--- src/rtl/multi_lane_gate_ctrl_pkg.sv ---
// Shared types and constants for the multi-lane parking exit controller.
package gate_pkg;

    localparam int TAL_W = 2;

    // Barrier state; the encoding is visible on the TAL output.
    typedef enum logic [TAL_W-1:0] {
        DOWN       = 2'b00,
        UP_START   = 2'b01,
        UP         = 2'b10,
        DOWN_START = 2'b11
    } tal_state_t;

    typedef enum logic [1:0] {
        IDLE  = 2'b00,
        PAY   = 2'b01,
        VALID = 2'b10
    } pay_state_t;

    function automatic int max_int(input int a, input int b);
        return (a > b) ? a : b;
    endfunction

endpackage

--- src/rtl/multi_lane_gate_ctrl_if.sv ---
// Per-lane ticket/coin/sensor inputs and status outputs, packed lane-major.
interface multi_lane_gate_ctrl_if
    import gate_pkg::*;
#(
    parameter int NUM_LANES = 2,
    parameter int DW        = 3
) ();

    logic [NUM_LANES-1:0]       iT;
    logic [NUM_LANES-1:0]       iM;
    logic [NUM_LANES*2-1:0]     iM_val;
    logic [NUM_LANES-1:0]       C;
    logic [NUM_LANES-1:0]       T;
    logic [NUM_LANES-1:0]       V;
    logic [NUM_LANES*DW-1:0]    D;
    logic [NUM_LANES*TAL_W-1:0] TAL;
    logic                       full;

    modport master (
        output iT, iM, iM_val, C,
        input  T, V, D, TAL, full
    );

    modport slave (
        input  iT, iM, iM_val, C,
        output T, V, D, TAL, full
    );

endinterface

--- src/rtl/multi_lane_gate_ctrl_lane.sv ---
// One exit lane: Moore payment FSM plus barrier FSM with motor-travel,
// pass-timeout and safety-reversal timing.
module gate_lane
    import gate_pkg::*;
#(
    parameter int FEE       = 3,
    parameter int DW        = 3,
    parameter int COIN_MAX  = 2,
    parameter int MOTOR_CYC = 8,
    parameter int PASS_TO   = 64
) (
    input  logic             clk,
    input  logic             R,
    input  logic             blk,
    input  logic             iT,
    input  logic             iM,
    input  logic [1:0]       iM_val,
    input  logic             C,
    output logic             T,
    output logic             V,
    output logic [DW-1:0]    D,
    output logic [TAL_W-1:0] TAL,
    output logic             pass
);

    localparam int AW = DW + 1;
    localparam int TW = $clog2(max_int(MOTOR_CYC, PASS_TO) + 1);
    localparam logic [TW-1:0] MOTOR_LD = TW'(MOTOR_CYC - 1);
    localparam logic [TW-1:0] PASS_LD  = TW'(PASS_TO - 1);
    localparam logic [AW-1:0] FEE_V    = AW'(FEE);

    pay_state_t pay_q, pay_d;
    logic [AW-1:0] acc_q, acc_nxt;
    logic [AW:0]   sum_ext;
    logic [1:0]    coin;
    logic          coin_ok;
    logic          validate;

    tal_state_t tal_q, tal_d;
    logic [TW-1:0] timer_q;
    logic          seen_q;
    logic          pend_q;
    logic          open_req;

    // Coin clamp to COIN_MAX and saturating accumulation
    always_comb begin
        coin    = (int'(iM_val) > COIN_MAX) ? 2'(COIN_MAX) : iM_val;
        coin_ok = iM && (coin != 2'd0);
        sum_ext = {1'b0, acc_q} + {{(AW-1){1'b0}}, coin};
        acc_nxt = sum_ext[AW] ? '1 : sum_ext[AW-1:0];
    end

    // Payment state register
    always_ff @(posedge clk) begin
        if (R) pay_q <= IDLE;
        else   pay_q <= pay_d;
    end

    // Payment next state; new tickets are refused while the lot is full
    always_comb begin
        pay_d = pay_q;
        case (pay_q)
            IDLE:    if (iT && !blk) pay_d = PAY;
            PAY:     if (coin_ok && acc_nxt >= FEE_V) pay_d = VALID;
            VALID:   pay_d = IDLE;
            default: pay_d = IDLE;
        endcase
    end

    // Coin accumulator, cleared while idle
    always_ff @(posedge clk) begin
        if (R) begin
            acc_q <= '0;
        end else begin
            case (pay_q)
                IDLE:    acc_q <= '0;
                PAY:     if (coin_ok) acc_q <= acc_nxt;
                default: acc_q <= acc_q;
            endcase
        end
    end

    // Payment outputs; validate fires on the edge that enters VALID
    always_comb begin
        T        = (pay_q == PAY);
        V        = (pay_q == VALID);
        D        = V ? DW'(acc_q - FEE_V) : '0;
        validate = (pay_q == PAY) && (pay_d == VALID);
    end

    // Barrier state, timer, car-seen flag and one-deep pending open
    always_ff @(posedge clk) begin
        if (R) begin
            tal_q   <= DOWN;
            timer_q <= '0;
            seen_q  <= 1'b0;
            pend_q  <= 1'b0;
        end else begin
            tal_q <= tal_d;
            if (tal_d != tal_q)
                timer_q <= (tal_d == UP) ? PASS_LD : MOTOR_LD;
            else if (timer_q != '0)
                timer_q <= timer_q - 1'b1;
            seen_q <= (tal_q == UP && tal_d == UP) ? (seen_q | C) : 1'b0;
            // In DOWN any request is consumed by the move to UP_START
            if (tal_q == DOWN) pend_q <= 1'b0;
            else if (validate) pend_q <= 1'b1;
        end
    end

    // Barrier next state; open is Mealy on the validate edge
    always_comb begin
        tal_d    = tal_q;
        pass     = 1'b0;
        open_req = validate || pend_q;
        case (tal_q)
            DOWN:     if (open_req) tal_d = UP_START;
            UP_START: if (timer_q == '0) tal_d = UP;
            UP: begin
                if (C) begin
                    tal_d = UP;
                end else if (seen_q) begin
                    tal_d = DOWN_START;
                    pass  = 1'b1;
                end else if (timer_q == '0) begin
                    tal_d = DOWN_START;
                end
            end
            DOWN_START: begin
                if (C)                  tal_d = UP_START;
                else if (timer_q == '0) tal_d = DOWN;
            end
            default: tal_d = DOWN;
        endcase
    end

    // Barrier output
    always_comb begin
        TAL = tal_q;
    end

endmodule

--- src/rtl/multi_lane_gate_ctrl.sv ---
// N-lane parking exit controller top: lane array plus optional shared
// occupancy counter, enabled by defining GATE_OCCUPANCY_EN.
module multi_lane_gate_ctrl
    import gate_pkg::*;
#(
    parameter int NUM_LANES = 2,
    parameter int FEE       = 3,
    parameter int DW        = 3,
    parameter int COIN_MAX  = 2,
    parameter int MOTOR_CYC = 8,
    parameter int PASS_TO   = 64,
    parameter int CAPACITY  = 15
) (
    input  logic                  clk,
    input  logic                  R,
    multi_lane_gate_ctrl_if.slave bus
);

    logic [NUM_LANES-1:0] pass;
    logic                 full_w;
    logic                 unused_cfg;

    for (genvar k = 0; k < NUM_LANES; k++) begin : g_lane
        gate_lane #(
            .FEE       (FEE),
            .DW        (DW),
            .COIN_MAX  (COIN_MAX),
            .MOTOR_CYC (MOTOR_CYC),
            .PASS_TO   (PASS_TO)
        ) u_lane (
            .clk    (clk),
            .R      (R),
            .blk    (full_w),
            .iT     (bus.iT[k]),
            .iM     (bus.iM[k]),
            .iM_val (bus.iM_val[2*k +: 2]),
            .C      (bus.C[k]),
            .T      (bus.T[k]),
            .V      (bus.V[k]),
            .D      (bus.D[k*DW +: DW]),
            .TAL    (bus.TAL[k*TAL_W +: TAL_W]),
            .pass   (pass[k])
        );
    end

    assign unused_cfg = ^{pass, 32'(CAPACITY)};

`ifdef GATE_OCCUPANCY_EN
    localparam int OW = $clog2(CAPACITY + 1);

    logic [OW-1:0] occ_q, occ_d;
    int unsigned   pass_cnt;
    int unsigned   occ_sum;

    // Add all same-cycle passes, saturating at CAPACITY
    always_comb begin
        pass_cnt = 0;
        for (int unsigned i = 0; i < NUM_LANES; i++)
            pass_cnt = pass_cnt + 32'(pass[i]);
        occ_sum = 32'(occ_q) + pass_cnt;
        occ_d   = (occ_sum >= 32'(CAPACITY)) ? OW'(CAPACITY) : OW'(occ_sum);
    end

    // Occupancy register
    always_ff @(posedge clk) begin
        if (R) occ_q <= '0;
        else   occ_q <= occ_d;
    end

    assign full_w = (occ_q == OW'(CAPACITY));
`else
    assign full_w = 1'b0;
`endif

    assign bus.full = full_w;

endmodule

--- src/flat_wrapper.sv ---
// flat-port wrapper written by rule: the top's interface ports become plain ports
module multi_lane_gate_ctrl_flat import gate_pkg::*;
#(
    parameter int NUM_LANES = 2,
    parameter int FEE       = 3,
    parameter int DW        = 3,
    parameter int COIN_MAX  = 2,
    parameter int MOTOR_CYC = 8,
    parameter int PASS_TO   = 64,
    parameter int CAPACITY  = 15
)
  (clk, R, bus_iT, bus_iM, bus_iM_val, bus_C, bus_T, bus_V, bus_D, bus_TAL, bus_full);
  multi_lane_gate_ctrl_if #(.NUM_LANES(NUM_LANES), .DW(DW)) bus_i ();
  input  logic clk;
  input  logic R;
  input wire logic [$bits(bus_i.iT)-1:0] bus_iT;
  input wire logic [$bits(bus_i.iM)-1:0] bus_iM;
  input wire logic [$bits(bus_i.iM_val)-1:0] bus_iM_val;
  input wire logic [$bits(bus_i.C)-1:0] bus_C;
  output wire logic [$bits(bus_i.T)-1:0] bus_T;
  output wire logic [$bits(bus_i.V)-1:0] bus_V;
  output wire logic [$bits(bus_i.D)-1:0] bus_D;
  output wire logic [$bits(bus_i.TAL)-1:0] bus_TAL;
  output wire logic [$bits(bus_i.full)-1:0] bus_full;
  assign bus_i.iT = bus_iT;
  assign bus_i.iM = bus_iM;
  assign bus_i.iM_val = bus_iM_val;
  assign bus_i.C = bus_C;
  assign bus_T = bus_i.T;
  assign bus_V = bus_i.V;
  assign bus_D = bus_i.D;
  assign bus_TAL = bus_i.TAL;
  assign bus_full = bus_i.full;
  multi_lane_gate_ctrl #(.NUM_LANES(NUM_LANES), .FEE(FEE), .DW(DW), .COIN_MAX(COIN_MAX), .MOTOR_CYC(MOTOR_CYC), .PASS_TO(PASS_TO), .CAPACITY(CAPACITY)) u_core (.clk(clk), .R(R), .bus(bus_i));
endmodule
--- config.mk ---
export PLATFORM = sky130hd
export DESIGN_NAME = multi_lane_gate_ctrl_flat
export DESIGN_NICKNAME = d
export VERILOG_FILES = /design/src/rtl/multi_lane_gate_ctrl_pkg.sv /design/src/rtl/multi_lane_gate_ctrl_if.sv /design/src/rtl/multi_lane_gate_ctrl_lane.sv /design/src/rtl/multi_lane_gate_ctrl.sv /design/src/flat_wrapper.sv
export SDC_FILE = /design/constraint.sdc
export NUM_CORES = 1
export LEC_CHECK = 0
export CAP_MARGIN = 5
export CORE_ASPECT_RATIO = 1.25
export CORE_MARGIN = 2
export CORE_UTILIZATION = 45
export DETAILED_ROUTE_END_ITERATION = 10
export PLACE_DENSITY = 0.67
export SYNTH_ARGS = -nofsm -noshare
export SYNTH_HDL_FRONTEND = slang
export SYNTH_SLANG_ARGS = --single-unit
--- constraint.sdc ---
create_clock -name clk -period 4.68 [get_ports clk]
set_clock_uncertainty 0.15 [all_clocks]
set_input_delay 0.468 -clock clk [delete_from_list [all_inputs] [get_ports clk]]
set_output_delay 0.468 -clock clk [all_outputs]
set_load 0.01 [all_outputs]
==> results of run 1 <==
[layer usage]
| metal | up-vias | track usage (%) | wire (um) |
|---|---|---|---|
| met5 | - | 0 | 0 |
| met4 | 0 | 4.38 | 51 |
| met3 | 7 | 4.34 | 162 |
| met2 | 36 | 29.2 | 2010 |
| met1 | 844 | 23.6 | 2000 |
| li1 | 956 | - | - |
[worst min-delay path: stages (launching register included)]
cell	delay, ns
dfxtp_1	0.34
nand2_1	0.06
a21oi_1	0.05
[cells by family (layout without fill, tap and decap cells)]
group / count (synthesis) / in the layout / synth area share, %
xor gates and xnor gates: 10 / 10 / 4.17
adders and majority gates: 12 / 12 / 7.87
AOI/OAI and AO/OA: 66 / 66 / 20.6
buffers and inverters: 29 / 50 / 6.26
muxes: 3 / 3 / 1.55
and+or+nand+nor: 105 / 105 / 27.0
other: 1 / 1 / 0.179
DFF: 34 / 34 / 32.4
[where the power goes]
| part | total [uW] | internal (uW) | switching [uW] |
|---|---|---|---|
| Combinational | 439 | 203 | 236 |
| Sequential | 398 | 347 | 51.2 |
| Clock | 221 | 119 | 103 |
[layout by cell type, fill, tap and decap left out, types with 2 or more instances in the layout]
master	instances
a211oi_1	2
a21o_1	3
a21oi_1	21
a22oi_1	2
a31oi_1	8
and2_1	3
and3_1	2
clkbuf_8	6
clkdlybuf4s50_1	25
dfxtp_1	34
fa_1	2
ha_1	10
inv_1	16
mux2_2	2
nand2_1	21
nand2b_1	6
nand3_1	5
nand3b_1	2
nor2_1	24
nor2b_1	11
nor3_1	13
nor3b_1	5
nor4_1	2
nor4b_1	2
o21ai_0	12
o21ai_1	3
o31ai_1	5
xnor2_1	4
xor2_1	6
[path summary, 6_finish.rpt]
check,slack (ns),from,end,depth (start not counted)
worst max-delay path,1.76,bus_iM_val[2],u_core.g_lane[1].u_lane.timer_q[6],10
worst min register to register,0.35,u_core.g_lane[0].u_lane.acc_q[0],u_core.g_lane[0].u_lane.acc_q[0],2
worst max register to register,2.13,u_core.g_lane[1].u_lane.acc_q[0],u_core.g_lane[1].u_lane.timer_q[6],8
worst min-delay path,0.35,u_core.g_lane[0].u_lane.acc_q[0],u_core.g_lane[0].u_lane.acc_q[0],2
[cell type report]
type	count	area, sq um
Tap cell	58	72.6
Clock buffer	7	86.3
Inverter	16	60.1
Sequential cell	34	681
Fill cell	440	2010
Timing Repair Buffer	26	258
Multi-Input combinational cell	197	1290
Clock inverter	1	5.00
[registers in the layout, summed over array words and instances, names as in the netlist]
name / count
u_core.g_lane.u_lane.pay_q: 4
u_core.g_lane.u_lane.pend_q: 2
u_core.g_lane.u_lane.timer_q: 14
u_core.g_lane.u_lane.seen_q: 2
u_core.g_lane.u_lane.acc_q: 8
u_core.g_lane.u_lane.TAL: 4
[per-stage QoR]
step	util [%]	area [sq um]
final	54.9	2450
after global routing	54.9	2450
after CTS	54.9	2450
after detailed placement	52.9	2360
after global placement	52.9	2360
after floorplan	-	2100
==> impl_results.md, run 1 <==
- Post_cts resized: 0
- CP cell instances: clkdlybuf4s50_1 -> nor2b_1 -> ha_1 -> inv_1 -> fa_1 -> a211o_1 -> a2111o_1 -> nand4_2 -> and2_4 -> and3_1
- Placed cell count: 331
- CORE AREA: 4460 sq um
- Vias per inst: 5.44
- Slew HR: between 60% and 70%
- Maximum root-to-sink buffer count: 2
- Post-layout power: 1060 uW
- Worst slew pin tran: around 0.56 ns
- Hold WC Path Type: flip-flop to flip-flop
- Commonest register cell after synthesis: dfxtp_1
- Commonest cells in the netlist: 34 x dfxtp_1, 24 x nor2_1, 21 x a21oi_1, 21 x nand2_1, 16 x inv_1
- Crit-path max FO: 6
- LEAKAGE: 0.000982 uW
- Final ANT Viol Nets: 0
- DRT Wirelength: 4230 um
- Starting Density: 47.1%
- Fmax: ~340 MHz
- Gr usage total: 17.8%
- Final worst-path cycle share: 62.4%
- Layout cells sized above 1: 6.41%
- Cell variety after synth: 51
- Clock root cell: clkbuf_8
- Required time of the critical path: about 4.8 ns
- CP Capture Type: flip-flop
- Avg Inst Size Synth: about 8 sq um
- CTS buffer count: 5
- DP HPWL: 3190 um
- First-pass GRT wire length: ~7400 um
- Starting DRT DRC Count: 98
- Worst IR Drop VDD: 230 uV
- Register area share after synthesis: 32.4%
- Hold Vio Cnt, Final: 0
- Number of global-route vias before repair: 1634
- DRT Pass-1 Iters: 4
- Yosys top cell area share: 32.4%
- Largest net degree at the start of global routing: 27
- Inserted Diodes: 0
- Asr flop ratio synth: 0%
- Run status: finished, final reports clean
- Startpoint types: input pin
- Non-Filler Instances: roughly 340
- Final critical-path setup slack: ~1.8 ns
- DP Worst Slack: 1.46 ns
- Max cap viols: 0
- Clk_lat worst skew: 0.28 ns
- Syn Nets: 284
- Cell taking the most area after synthesis: dfxtp_1
- Synthesized area: 2100 sq um
- Post-synth EDFFs: 0
- Cell family with most CP delay: compound AO/OA/AOI/OAI gates
- CP Buf/Inv Count: 2
- Clock slew at reported path FFs: 0.07 ns
- Synth area leaders: dfxtp_1 32%, ha_1 6.0%, a21oi_1 5.0%
- GRT overflow: 0
- Area Growth Syn to Fin: 16.7%
- Hold_buf cts: 0
- Std cell rows: 27
- Die footprint: about 5200 sq um
- Ports: 27
- Most frequent cell after synthesis: dfxtp_1
- Clock sink total: 34
- I/O Buffers: 25
- Slowest stage delay, CP: 0.47 ns
- # nets final: between 300 and 400
- Via count: 1843
- Setup TNS: 0 ns
- Avg WL per Cell: 12.5 um
- Initial antenna violation count: 0
- Final min period: 2.92 ns
- Final setup vio count: 0
- CP Data Arrival Time: 3.00 ns
- Fin. max-slew vios: 0
- Die Y: 80.3 um
- RSZ-0062 raised after global routing: no
- Synthesized instance count: 260
- Pwr Density: between 400 and 500 nW/um^2
- DRC Markers: 0
- Post-CTS setup buffers: 0
- CP Class: input pin to flip-flop
- Final Hold Slack: 0.351 ns
- Yosys synthesis warning count: 0
- Max H-tree Level: 2
- CTS tree: built
- Crit-path slowest cell: clkdlybuf4s50_1
- Gpl congestion: 0.826
- Die X: 65.1 um
- Seq cells post-synth: 34
Note: power is estimated with default switching activity, not from simulation.
==> run 2: changes to the inputs <==
Clock period 4.68 ns to 3.05 ns, I/O delays scaled along.
==> impl_results.md, run 2 (synthesized netlist as in run 1, its figures left out) <==
- Hold WC Path Type: flip-flop to flip-flop (unchanged)
- Clock slew at reported path FFs: 0.07 ns (about the same)
- Final ANT Viol Nets: 0 (unchanged)
- Max H-tree Level: 2 (unchanged)
- CP Class: input pin to flip-flop (unchanged)
- CP Capture Type: flip-flop (unchanged)
- Required time of the critical path: 3.13 ns (was 4.76 ns)
- Worst IR Drop VDD: 422 uV (was 230 uV)
- CTS buffer count: 5 (unchanged)
- Final worst-path cycle share: 87.5%
- DRT Wirelength: 4370 um (was 4230 um)
- DP HPWL: 3300 um (was 3190 um)
- CTS tree: built (unchanged)
- LEAKAGE: 0.000991 uW (was 0.000982 uW)
- Pwr Density: 659 nW/um^2 (was 432 nW/um^2)
- Post-layout power: 1620 uW (was 1060 uW)
- Dpl cell area: 2370 sq um (was 2360 sq um)
- # nets final: 306 (was 304)
- DRT Pass-1 Iters: 4 (unchanged)
- First-pass GRT wire length: 7690 um (was 7370 um)
- Vias per inst: 5.34 (was 5.44)
- Largest net degree at the start of global routing: 26 (was 27)
- Max cap viols: 0 (unchanged)
- I/O Buffers: 25 (unchanged)
- Final min period: 2.67 ns
- Most frequent cells in the layout: 34 x dfxtp_1, 25 x clkdlybuf4s50_1, 24 x nor2_1 (unchanged)
- Post_cts resized: 0 (unchanged)
- Die Y: 80.3 um (unchanged)
- Crit-path max FO: 4 (was 6)
- Largest registers: u_core.g_lane.u_lane.timer_q x14, u_core.g_lane.u_lane.acc_q x8 (unchanged)
- Starting Density: 47.1% (unchanged)
- Largest register FFs: 14 (unchanged)
- Number of global-route vias before repair: 1743 (was 1634)
- Maximum root-to-sink buffer count: 2 (unchanged)
- Clock root cell: clkbuf_8 (unchanged)
- Fmax: 375 MHz
- Run status: finished, final reports clean (unchanged)
- Inserted Diodes: 0 (unchanged)
- CP Data Arrival Time: 2.75 ns (was 3.00 ns)
- Std cell rows: 27 (unchanged)
- Hold_buf cts: 0 (unchanged)
- Layout cells sized above 1: 7.07% (was 6.41%)
- Via count: 1821 (was 1843)
- Setup TNS: 0 ns (unchanged)
- Clk_lat worst skew: 0.28 ns (about the same)
- Avg WL per Cell: 12.8 um (was 12.5 um)
- Gr usage total: 18.7% (was 17.8%)
- RSZ-0062 raised after global routing: no (unchanged)
- Finished Cell Area: 2460 sq um (was 2450 sq um)
- Area Growth Syn to Fin: 17.4% (was 16.7%)
- Die footprint: 5230 sq um (unchanged)
- Slew HR: 63.1% (was 62.6%)
- Worst slew pin tran: 0.551 ns (was 0.559 ns)
- Final setup vio count: 0 (unchanged)
- GRT overflow: 0 (unchanged)
- Clock sink total: 34 (unchanged)
- Startpoint types: input pin (unchanged)
- Most common cell after layout, fill and taps aside: dfxtp_1 (unchanged)
- Post-CTS setup buffers: 0 (unchanged)
- Gpl congestion: 0.808 (was 0.826)
- Hold Vio Cnt, Final: 0 (unchanged)
- Starting DRT DRC Count: 133 (was 98)
- Biggest register: u_core.g_lane.u_lane.timer_q (unchanged)
- Die X: 65.1 um (unchanged)
- DRC Markers: 0 (unchanged)
- CORE AREA: 4460 sq um (unchanged)
- Initial antenna violation count: 0 (unchanged)
- Fin. max-slew vios: 0 (unchanged)
- Ports: 27 (unchanged)
[run 2: cell types whose count changed in the layout (fill, tap and decap cells not counted), sizes merged]
cell	previous run	this run
buf	1	3
[run 2: worst paths after layout]
check                                    from                                 end  slack (ns)  cells after the start
max                             bus_iM_val[2]  u_core.g_lane[1].u_lane.timer_q[6]        0.38                     10
min          u_core.g_lane[0].u_lane.acc_q[0]    u_core.g_lane[0].u_lane.acc_q[0]        0.35                      2
max reg2reg  u_core.g_lane[1].u_lane.acc_q[0]  u_core.g_lane[1].u_lane.timer_q[6]        0.60                      8
min reg2reg  u_core.g_lane[0].u_lane.acc_q[0]    u_core.g_lane[0].u_lane.acc_q[0]        0.35                      2
[run 2: layout make-up]
type | count | area, sq um
Clock inverter | 1 | 5.00
Multi-Input combinational cell | 197 | 1290
Fill cell | 427 | 2000
Timing Repair Buffer | 28 | 273
Inverter | 16 | 60.1
Tap cell | 58 | 72.6
Clock buffer | 7 | 86.3
Sequential cell | 34 | 681
[run 2: metal layers]
metal	vias up	share of wire [%]	GRT usage (%)
met5	-	0	0
met4	0	0.98	5.83
met3	5	3.3	4.48
met2	27	49	32.7
met1	828	47	22.4
li1	961	-	-
[run 2: report_power, final]
part	total (uW)	internal, uW	switching (uW)
Clock	342	182	159
Sequential	610	532	78.1
Combinational	671	313	357
Total	1620	1030	595
[run 2: through the flow]
stage / hold WS, ns / std cells / util [%] / setup slack [ns]
after floorplan: 0.316 / 260 / - / 0.621
after global routing: 0.390 / 341 / 55.2 / 0.159
after detailed placement: 0.342 / 333 / 53.2 / 0.0884
final: 0.350 / 341 / 55.2 / 0.382
after CTS: 0.355 / 341 / 55.2 / 0.374
after global placement: 0.339 / 333 / 53.2 / 0.128
[run 2: worst max-delay path, cell delays in order]
cell and delay, ns:
clkdlybuf4s50_1 0.47, nor2b_1 0.14, ha_1 0.20, inv_1 0.06, fa_1 0.37, a211o_1 0.30, a2111o_1 0.45, nand4_2 0.14
and2_4 0.17, and3_1 0.14
==> run 3: changes to the inputs <==
Settings changed: CTS_CLUSTER_SIZE set to 14.
==> results of run 3 <==
The final DEF is identical to that of run 2; final timing and power are the same.
